[src/rtl/ifetch_prefetch_queue_if.sv]
`default_nettype none
// +------------------------------------------------------------------+
// | ifetch_prefetch_queue_if : ROM, redirect and decode-side bundle  |
// | Revision: 1.0                                                    |
// +------------------------------------------------------------------+
interface ifetch_prefetch_queue_if #(
  parameter int ADDR_W = 32
);
  logic              imem_req;
  logic [ADDR_W-1:0] imem_addr;
  logic [31:0]       imem_rdata;
  logic              redirect_valid;
  logic [ADDR_W-1:0] redirect_pc;
  logic              inst_valid;
  logic              inst_ready;
  logic [31:0]       inst_data;
  logic [ADDR_W-1:0] inst_pc;
  logic [ADDR_W-1:0] inst_pc4;

  modport master (
    output imem_req, imem_addr, inst_valid, inst_data, inst_pc, inst_pc4,
    input  imem_rdata, redirect_valid, redirect_pc, inst_ready
  );

  modport slave (
    input  imem_req, imem_addr, inst_valid, inst_data, inst_pc, inst_pc4,
    output imem_rdata, redirect_valid, redirect_pc, inst_ready
  );
endinterface
`default_nettype wire

[src/rtl/ifetch_prefetch_queue.sv]
`default_nettype none
// +------------------------------------------------------------------+
// | ifetch_prefetch_queue : fetch PC owner + prefetch FIFO to decode |
// | Revision: 1.0                                                    |
// +------------------------------------------------------------------+
module ifetch_prefetch_queue #(
  parameter int                ADDR_W   = 32,
  parameter int                DEPTH    = 4,
  parameter logic [ADDR_W-1:0] RESET_PC = '0,
  parameter logic [ADDR_W-1:0] PC_LIMIT = 32'h0000_FFFC
) (
  input  wire logic                       clk,
  input  wire logic                       reset,
  input  wire logic                       run,
  ifetch_prefetch_queue_if.master         bus,
  output logic [$clog2(DEPTH+1)-1:0]      occupancy,
  output logic                            halted
);

  localparam int PTR_W = $clog2(DEPTH);
  localparam int CNT_W = $clog2(DEPTH+1);

  logic [ADDR_W-1:0] fetch_pc_q, fetch_pc_d;
  logic              rsp_pending_q, rsp_pending_d;
  logic [ADDR_W-1:0] rsp_pc_q, rsp_pc_d;
  logic [PTR_W-1:0]  rd_ptr_q, rd_ptr_d;
  logic [PTR_W-1:0]  wr_ptr_q, wr_ptr_d;
  logic [CNT_W-1:0]  count_q, count_d;
  logic              halted_q, halted_d;
  logic [31:0]       last_data_q, last_data_d;
  logic [ADDR_W-1:0] last_pc_q, last_pc_d;

  logic [31:0]       fifo_data_q [DEPTH];
  logic [ADDR_W-1:0] fifo_pc_q   [DEPTH];

  logic              w_req;
  logic [ADDR_W-1:0] w_addr;
  logic              w_push;
  logic              w_pop;
  logic              w_valid;
  logic              w_credit;
  logic [CNT_W:0]    w_inflight;
  logic [ADDR_W-1:0] w_target;
  logic              unused_pc_lsbs;

  assign w_target       = {bus.redirect_pc[ADDR_W-1:2], 2'b00};
  assign unused_pc_lsbs = ^bus.redirect_pc[1:0];
  assign w_valid        = (count_q != '0);
  // Reserve a slot for the read already in flight so the queue can never overflow.
  assign w_inflight     = {1'b0, count_q} + {{CNT_W{1'b0}}, rsp_pending_q};
  assign w_credit       = (w_inflight < (CNT_W+1)'(DEPTH));

  always_comb begin
    fetch_pc_d    = fetch_pc_q;
    rsp_pending_d = 1'b0;
    rsp_pc_d      = rsp_pc_q;
    rd_ptr_d      = rd_ptr_q;
    wr_ptr_d      = wr_ptr_q;
    count_d       = count_q;
    halted_d      = halted_q;
    last_data_d   = last_data_q;
    last_pc_d     = last_pc_q;
    w_push        = 1'b0;
    w_pop         = 1'b0;
    w_req         = 1'b0;
    w_addr        = fetch_pc_q;

    if (w_valid) begin
      last_data_d = fifo_data_q[rd_ptr_q];
      last_pc_d   = fifo_pc_q[rd_ptr_q];
    end

    if (reset) begin
      w_addr = RESET_PC;
    end else if (!run) begin
      fetch_pc_d = RESET_PC;
      rd_ptr_d   = '0;
      wr_ptr_d   = '0;
      count_d    = '0;
      halted_d   = 1'b0;
    end else if (bus.redirect_valid) begin
      rd_ptr_d = '0;
      wr_ptr_d = '0;
      count_d  = '0;
      if (w_target <= PC_LIMIT) begin
        w_req         = 1'b1;
        w_addr        = w_target;
        rsp_pending_d = 1'b1;
        rsp_pc_d      = w_target;
        fetch_pc_d    = w_target + ADDR_W'(4);
        // Landing exactly on the limit still fetches it, but nothing after.
        halted_d      = (w_target == PC_LIMIT);
      end else begin
        halted_d = 1'b1;
      end
    end else begin
      w_push = rsp_pending_q;
      w_pop  = w_valid & bus.inst_ready;
      if (!halted_q && w_credit) begin
        w_req         = 1'b1;
        rsp_pending_d = 1'b1;
        rsp_pc_d      = fetch_pc_q;
        if (fetch_pc_q == PC_LIMIT) begin
          halted_d = 1'b1;
        end else begin
          fetch_pc_d = fetch_pc_q + ADDR_W'(4);
        end
      end
      if (w_push) begin
        wr_ptr_d = wr_ptr_q + PTR_W'(1);
      end
      if (w_pop) begin
        rd_ptr_d = rd_ptr_q + PTR_W'(1);
      end
      count_d = count_q + CNT_W'(w_push) - CNT_W'(w_pop);
    end
  end

  always_ff @(posedge clk) begin
    if (reset) begin
      fetch_pc_q    <= RESET_PC;
      rsp_pending_q <= 1'b0;
      rsp_pc_q      <= RESET_PC;
      rd_ptr_q      <= '0;
      wr_ptr_q      <= '0;
      count_q       <= '0;
      halted_q      <= 1'b0;
      last_data_q   <= '0;
      last_pc_q     <= RESET_PC;
    end else begin
      fetch_pc_q    <= fetch_pc_d;
      rsp_pending_q <= rsp_pending_d;
      rsp_pc_q      <= rsp_pc_d;
      rd_ptr_q      <= rd_ptr_d;
      wr_ptr_q      <= wr_ptr_d;
      count_q       <= count_d;
      halted_q      <= halted_d;
      last_data_q   <= last_data_d;
      last_pc_q     <= last_pc_d;
    end
  end

  always_ff @(posedge clk) begin
    if (w_push) begin
      fifo_data_q[wr_ptr_q] <= bus.imem_rdata;
      fifo_pc_q[wr_ptr_q]   <= rsp_pc_q;
    end
  end

  // Empty queue shows the most recent head rather than a stale slot.
  assign bus.imem_req   = w_req;
  assign bus.imem_addr  = w_addr;
  assign bus.inst_valid = w_valid;
  assign bus.inst_data  = w_valid ? fifo_data_q[rd_ptr_q] : last_data_q;
  assign bus.inst_pc    = w_valid ? fifo_pc_q[rd_ptr_q] : last_pc_q;
  assign bus.inst_pc4   = bus.inst_pc + ADDR_W'(4);
  assign occupancy      = count_q;
  assign halted         = halted_q;

endmodule
`default_nettype wire

[src/flat_wrapper.sv]
// flat-port wrapper written by rule: the top's interface ports become plain ports
module ifetch_prefetch_queue_flat 
#(
  parameter int                ADDR_W   = 32,
  parameter int                DEPTH    = 4,
  parameter logic [ADDR_W-1:0] RESET_PC = '0,
  parameter logic [ADDR_W-1:0] PC_LIMIT = 32'h0000_FFFC
)
  (clk, reset, run, occupancy, halted, bus_imem_req, bus_imem_addr, bus_inst_valid, bus_inst_data, bus_inst_pc, bus_inst_pc4, bus_imem_rdata, bus_redirect_valid, bus_redirect_pc, bus_inst_ready);
  ifetch_prefetch_queue_if #(.ADDR_W(ADDR_W)) bus_i ();
  input  wire logic clk;
  input  wire logic reset;
  input  wire logic run;
  output logic [$clog2(DEPTH+1)-1:0] occupancy;
  output logic halted;
  output wire logic [$bits(bus_i.imem_req)-1:0] bus_imem_req;
  output wire logic [$bits(bus_i.imem_addr)-1:0] bus_imem_addr;
  output wire logic [$bits(bus_i.inst_valid)-1:0] bus_inst_valid;
  output wire logic [$bits(bus_i.inst_data)-1:0] bus_inst_data;
  output wire logic [$bits(bus_i.inst_pc)-1:0] bus_inst_pc;
  output wire logic [$bits(bus_i.inst_pc4)-1:0] bus_inst_pc4;
  input wire logic [$bits(bus_i.imem_rdata)-1:0] bus_imem_rdata;
  input wire logic [$bits(bus_i.redirect_valid)-1:0] bus_redirect_valid;
  input wire logic [$bits(bus_i.redirect_pc)-1:0] bus_redirect_pc;
  input wire logic [$bits(bus_i.inst_ready)-1:0] bus_inst_ready;
  assign bus_imem_req = bus_i.imem_req;
  assign bus_imem_addr = bus_i.imem_addr;
  assign bus_inst_valid = bus_i.inst_valid;
  assign bus_inst_data = bus_i.inst_data;
  assign bus_inst_pc = bus_i.inst_pc;
  assign bus_inst_pc4 = bus_i.inst_pc4;
  assign bus_i.imem_rdata = bus_imem_rdata;
  assign bus_i.redirect_valid = bus_redirect_valid;
  assign bus_i.redirect_pc = bus_redirect_pc;
  assign bus_i.inst_ready = bus_inst_ready;
  ifetch_prefetch_queue #(.ADDR_W(ADDR_W), .DEPTH(DEPTH), .RESET_PC(RESET_PC), .PC_LIMIT(PC_LIMIT)) u_core (.clk(clk), .reset(reset), .run(run), .bus(bus_i), .occupancy(occupancy), .halted(halted));
endmodule
[config.mk]
export PLATFORM = sky130hd
export DESIGN_NAME = ifetch_prefetch_queue_flat
export DESIGN_NICKNAME = d
export VERILOG_FILES = /design/src/rtl/ifetch_prefetch_queue_if.sv /design/src/rtl/ifetch_prefetch_queue.sv /design/src/flat_wrapper.sv
export SDC_FILE = /design/constraint.sdc
export NUM_CORES = 1
export LEC_CHECK = 0
export CAP_MARGIN = 25
export CORE_MARGIN = 1
export CORE_UTILIZATION = 45
export DETAILED_ROUTE_END_ITERATION = 6
export PLACE_DENSITY = 0.63
export SYNTH_ARGS = -nofsm -noshare
export SYNTH_HDL_FRONTEND = slang
export SYNTH_SLANG_ARGS = --single-unit
export TNS_END_PERCENT = 5
[constraint.sdc]
create_clock -name clk -period 7.1 [get_ports clk]
set_input_delay 1.775 -clock clk [delete_from_list [all_inputs] [get_ports clk]]
set_output_delay 1.775 -clock clk [all_outputs]
set_load 0.02 [all_outputs]
=== Yosys cells after proc, flatten, opt, wreduce, memory -nomap -nowiden ===
Memory sizes are Yosys's and may differ from the RTL's. A register that Yosys moved wholly into a read port is not among the register bits.
Cells that the tools add are included.

* Logic and storage cells: 68
* Bits in writable memories: 256
* Memory bits (read-only): 0
* Output and inout port bits: 134
* Memories: 2
* Bits in registers: 137
* Bits of input ports: 69
* Latch bits: 0

{| class="wikitable"
|+ Memory list
! name !! words !! bits a word !! rd ports !! clocked after Yosys merged registers in !! wr ports !! RTL line !! text
|-
| u_core.fifo_data_q || 4 || 32 || 1 || 1 || 1 || ifetch_prefetch_queue.sv:33 || <nowiki>logic [31:0] fifo_data_q [DEPTH];</nowiki>
|-
| u_core.fifo_pc_q || 4 || 32 || 1 || 1 || 1 || ifetch_prefetch_queue.sv:34 || <nowiki>logic [ADDR_W-1:0] fifo_pc_q [DEPTH];</nowiki>
|}

* $mul: 0
* Shift operators: 0
* Add/sub/neg operators: 8
* Equality and inequality tests: 4
* Bitwise operators: 2
* Multiplexer cells: 31
* Order comparisons: 2
* Divide/modulo/power cells: 0
* Reduce and logical (&&, ||, !) cells: 10

{| class="wikitable"
|+ Operators with widths
! cell !! number
|-
| $mux W32 || 13
|-
| $add A32 B3 Y32 const B || 3
|-
| $eq A32 B16 Y1 const B || 1
|-
| $le A32 B16 Y1 const B || 1
|-
| $eq A30 B14 Y1 const B || 1
|-
| $mux W1 || 14
|-
| $mux W2 || 4
|-
| $reduce_and A3 Y1 || 2
|-
| $add A2 B1 Y2 const B || 2
|-
| $add A3 B1 Y4 || 1
|-
| $lt A4 B3 Y1 const B || 1
|-
| $reduce_bool A2 Y1 || 2
|-
| $add A3 B1 Y3 || 1
|-
| $reduce_bool A3 Y1 || 1
|-
| $reduce_or A3 Y1 || 1
|-
| $sub A3 B1 Y3 || 1
|-
| $ne A2 B1 Y1 const B || 1
|-
| $ne A2 B2 Y1 const B || 1
|-
| $reduce_and A2 Y1 || 1
|-
| $reduce_or A2 Y1 || 1
|-
| $and A1 B1 Y1 || 1
|-
| $logic_and A1 B1 Y1 || 1
|-
| $logic_not A1 Y1 || 1
|-
| $not A1 Y1 || 1
|}

=== Depth between registers and ports, before layout ===
Gate-level depths: netlist of the first run.

* Depth after elaboration: 7
* Mapped depth: 13

=== Least setup slack after synthesis of the first run ===
Ideal clock, no wire load.

* Path kind: input to output
* Start: input bus_redirect_valid
* End: output bus_imem_req
* Data arrival time: 3497 ps
* Path buffers: 5
* Setup slack: 1828 ps
* Required time: 5325 ps
* Stages on the path: 9
* Cells stage by stage: buf_6 buf_4 buf_4 inv_1 a21oi_1 a211oi_1 buf_2 buf_2 nor2b_1

* Cells in the longest elaborated chain, start to end: 3

{| class="wikitable"
|+ RTL lines
! item !! RTL line !! text
|-
| from (decl) || flat_wrapper.sv:23 || <nowiki>input wire logic [$bits(bus_i.redirect_valid)-1:0] bus_redirect_valid;</nowiki>
|-
| $mux W1 || ifetch_prefetch_queue.sv:81 || <nowiki>end else if (bus.redirect_valid) begin</nowiki>
|-
| $mux W1 || ifetch_prefetch_queue.sv:75 || <nowiki>end else if (!run) begin</nowiki>
|-
| $mux W1 || n/a ||
|-
| to (decl) || flat_wrapper.sv:16 || <nowiki>output wire logic [$bits(bus_i.imem_req)-1:0] bus_imem_req;</nowiki>
|}

Every way passes these cells.

=== Final worst setup path of the first run ===
* Start: input bus_redirect_pc[26]
* End: output bus_imem_addr[12]

* Cells in the longest elaborated chain, start to end: 5

{| class="wikitable"
|+ RTL lines
! item !! RTL line !! text
|-
| from (decl) || flat_wrapper.sv:24 || <nowiki>input wire logic [$bits(bus_i.redirect_pc)-1:0] bus_redirect_pc;</nowiki>
|-
| $le A32 B16 Y1 || ifetch_prefetch_queue.sv:85 || <nowiki>if (w_target <= PC_LIMIT) begin</nowiki>
|-
| $mux W32 || ifetch_prefetch_queue.sv:85 ||
|-
| $mux W32 || ifetch_prefetch_queue.sv:81 ||
|-
| $mux W32 || ifetch_prefetch_queue.sv:75 ||
|-
| $mux W32 || ifetch_prefetch_queue.sv:73 || <nowiki>if (reset) begin</nowiki>
|-
| to (decl) || flat_wrapper.sv:17 || <nowiki>output wire logic [$bits(bus_i.imem_addr)-1:0] bus_imem_addr;</nowiki>
|}

Every way passes these cells.

==> results.toml, run 1 <==
[run_status]
outcome = "completed"

[finish]
diodes = 0
post-route-util_pct = 55.6
finalNetCount = 1556
syn_to_final_growth_pct = 21.7
final_cell_mix = "edfxtp_1, clkdlybuf4s50_1, nand2_1"
drive_gt1_share_pct = 12.3
stdcell_area_um2 = 20400
layout.cells.non_filler = 1976
final_common_cell = "edfxtp_1"

[yosys]
synth_ff_type = "edfxtp_1"
yosys-top-cells-area = "edfxtp_1, dfxtp_1, mux4_2"
synth_edf_count = 248
syn_area_um2 = 16700
async_flop_share_pct = 0
synth_area_per_cell_um2 = 12.9
syn_inst = 1293
yosysTopAreaCell = "edfxtp_1"
synth.distinct_cells = 84
yosys.area.top_type_share_pct = 44.5
synth.yosys.seq_area_share_pct = 60.6
yosysWarnings = 0
ys_ff_latch = 383

[worst_setup_path]
regToRegSetupSlack_ns = 4.35
critical_path_class = "input pin to output pin"
reg2reg_depth = 7
required_ns = 5.33
r2r-end = "u_core.fetch_pc_q[26]"
r2r-start = "u_core.fetch_pc_q[23]"
arrival_ns = 4.78
cp_max_fo = 14
startpoint_type = "input pin"
end_kind = "output pin"

[floorplanning]
ios = 203
die-area_um2 = 38000
coreArea_um2 = 36600
die_y_um = 195
die_w_um = 195
start_util_pct = 45.7
row_count = 70

[cts]
post_cts_resized = 0
cts_root_buf = "clkbuf_16"
clock-sinks = 383
cts_made_buffers = 41
cts_tree = "done"
cts_setup_buffers = 0
htree_levels = 2
clk_latency_ns = 0.53
cts_max_path_buffers = 3
ctsHoldBuffers = 0
path_clk_slew_ns = 0.06

[grt]
grt_max_degree = 69
grt_pass1_wl_um = 61100
grtUsageTotal_pct = 20.6
grt-ovfl-total = 0
grt_pass1_vias = 10900
grt_antenna_before_repair = 0

[sta]
finalSetupTns_ns = 0
finalSetupViolCount = 0
hold_viol_final = 0
worst_pin_slew_ns = 0.876
fin_crit_ns = 6.55
max-slew-margin-rel_pct = 41.6
period_share_pct = 92.3
fmax_mhz = 153
clock_skew_ns = 0.0275
rsz0062_at_grt = "false"
drv_slew = 0

[routing]
dr.first_iter.drc_count = 618
drtPass1Iterations = 7
wire_per_inst_um = 19.6
route.detailed.drc = 0
avgViaCountPerCell = 5.53
vias = 10900
ant_nets = 0
drt-total-wl_um = 38700

[placement]
gp_congestion = 0.912
dpl_cell_area_um2 = 19000
port_buffers = 198
dpl.hpwl_um = 25000
place_inst = 1901

[worst_hold_path]
holdPathEnd = "u_core.last_data_q[24]"
min_from = "u_core.last_data_q[24]"
hold_path_depth = 2
hold_class = "flop to flop"

[flow_run]
maxCapViolations = 0

[power_and_ir_drop]
p_leak_nw = 7.09
power_density_nw_per_um2 = 231
irDropWorstVdd_uv = 175
## Yosys cell counts, drive strengths merged (20+ instances only)
| cell | n |
|---|---|
| buf | 37 |
| a211oi | 35 |
| nand4 | 20 |
| inv | 39 |
| dfxtp | 135 |
| clkbuf | 44 |
| nand2 | 165 |
| nand3 | 40 |
| mux4 | 62 |
| nor2 | 89 |
| a21oi | 81 |
| edfxtp | 248 |
| mux2i | 54 |
| and2 | 24 |
| xnor2 | 36 |
| o21ai | 24 |
## metal layers
| metal | GRT usage (%) | vias to the layer above | part of all wire [%] |
|---|---|---|---|
| met5 | 0 | - | 0 |
| met4 | 5.19 | 0 | 1.9 |
| met3 | 2.69 | 52 | 5.2 |
| met2 | 33.7 | 330 | 47 |
| met1 | 29.1 | 5364 | 46 |
| li1 | - | 5187 | - |
## worst max-delay path, cell delays in order
cell	delay, ns
clkdlybuf4s50_1	0.50
nor4_1	0.62
and3_1	0.64
nand2_1	0.41
nand2_1	0.18
a21oi_1	0.08
clkdlybuf4s50_1	0.56
## power by group
part	total (mW)	internal [mW]	switching [mW]
registers	2.41	2.39	0.0213
logic	0.230	0.0968	0.133
clock network	2.07	1.22	0.851
total	4.71	3.70	1.01
## cells by family (layout without fill, tap and decap cells)
| kind of cell | count (synthesis) | after routing | synth area share (%) |
|---|---|---|---|
| buffers and inverters | 120 | 334 | 3.62 |
| multiplexers | 122 | 122 | 12.6 |
| AO/OA/AOI/OAI | 190 | 190 | 7.36 |
| adder cells (fa/ha/maj) | 10 | 10 | 0.792 |
| AND/OR/NAND/NOR | 426 | 426 | 12.8 |
| flip-flops | 383 | 383 | 60.6 |
| XOR/XNOR | 41 | 41 | 2.14 |
| other | 1 | 2 | 0.0224 |
## worst max path at each step
stage	startpoint	to	slack [ns]
after floorplan	bus_redirect_valid	bus_imem_req	1.83
after global placement	bus_redirect_pc[26]	bus_imem_addr[10]	0.65
after detailed placement	bus_redirect_pc[26]	bus_imem_addr[12]	0.58
after CTS	bus_redirect_pc[26]	bus_imem_addr[12]	0.58
after global routing	bus_redirect_pc[26]	bus_imem_addr[8]	0.44
final	bus_redirect_pc[26]	bus_imem_addr[12]	0.55
## cell type report
class                   instances  area (µm²)
well taps                     468         586
clock inverters                23         204
inverters                      39         149
flip-flops and latches        383       10200
multi-input cells             791        6020
repair buffers                221        2150
clock buffers                  51        1100
fillers                      2997       16200
## metrics by stage
step	hold WS, ns	total power, mW	setup slack (ns)
after floorplan	0.440	2.57	1.83
after global placement	0.446	2.68	0.646
after detailed placement	0.453	2.69	0.579
after CTS	0.461	4.75	0.578
after global routing	0.477	4.87	0.435
final	0.457	4.71	0.547
## registers in the layout, indices dropped and copies added, names as in the netlist, named ones only
name / flops
u_core.rsp_pending_q: 1
u_core.fifo_data_q: 128
u_core.last_pc_q: 32
u_core.halted: 1
u_core.wr_ptr_q: 2
u_core.last_data_q: 32
u_core.fetch_pc_q: 30
u_core.fifo_pc_q: 120
u_core.rsp_pc_q: 30
u_core.rd_ptr_q: 2
u_core.occupancy: 3
(Power assumes the default switching activity.)
==> run 2: changes to the inputs <==
- HOLD_SLACK_MARGIN: unset -> 0.1
==> results of run 2 <==
Final layout, timing and power as in run 1 (identical DEF).
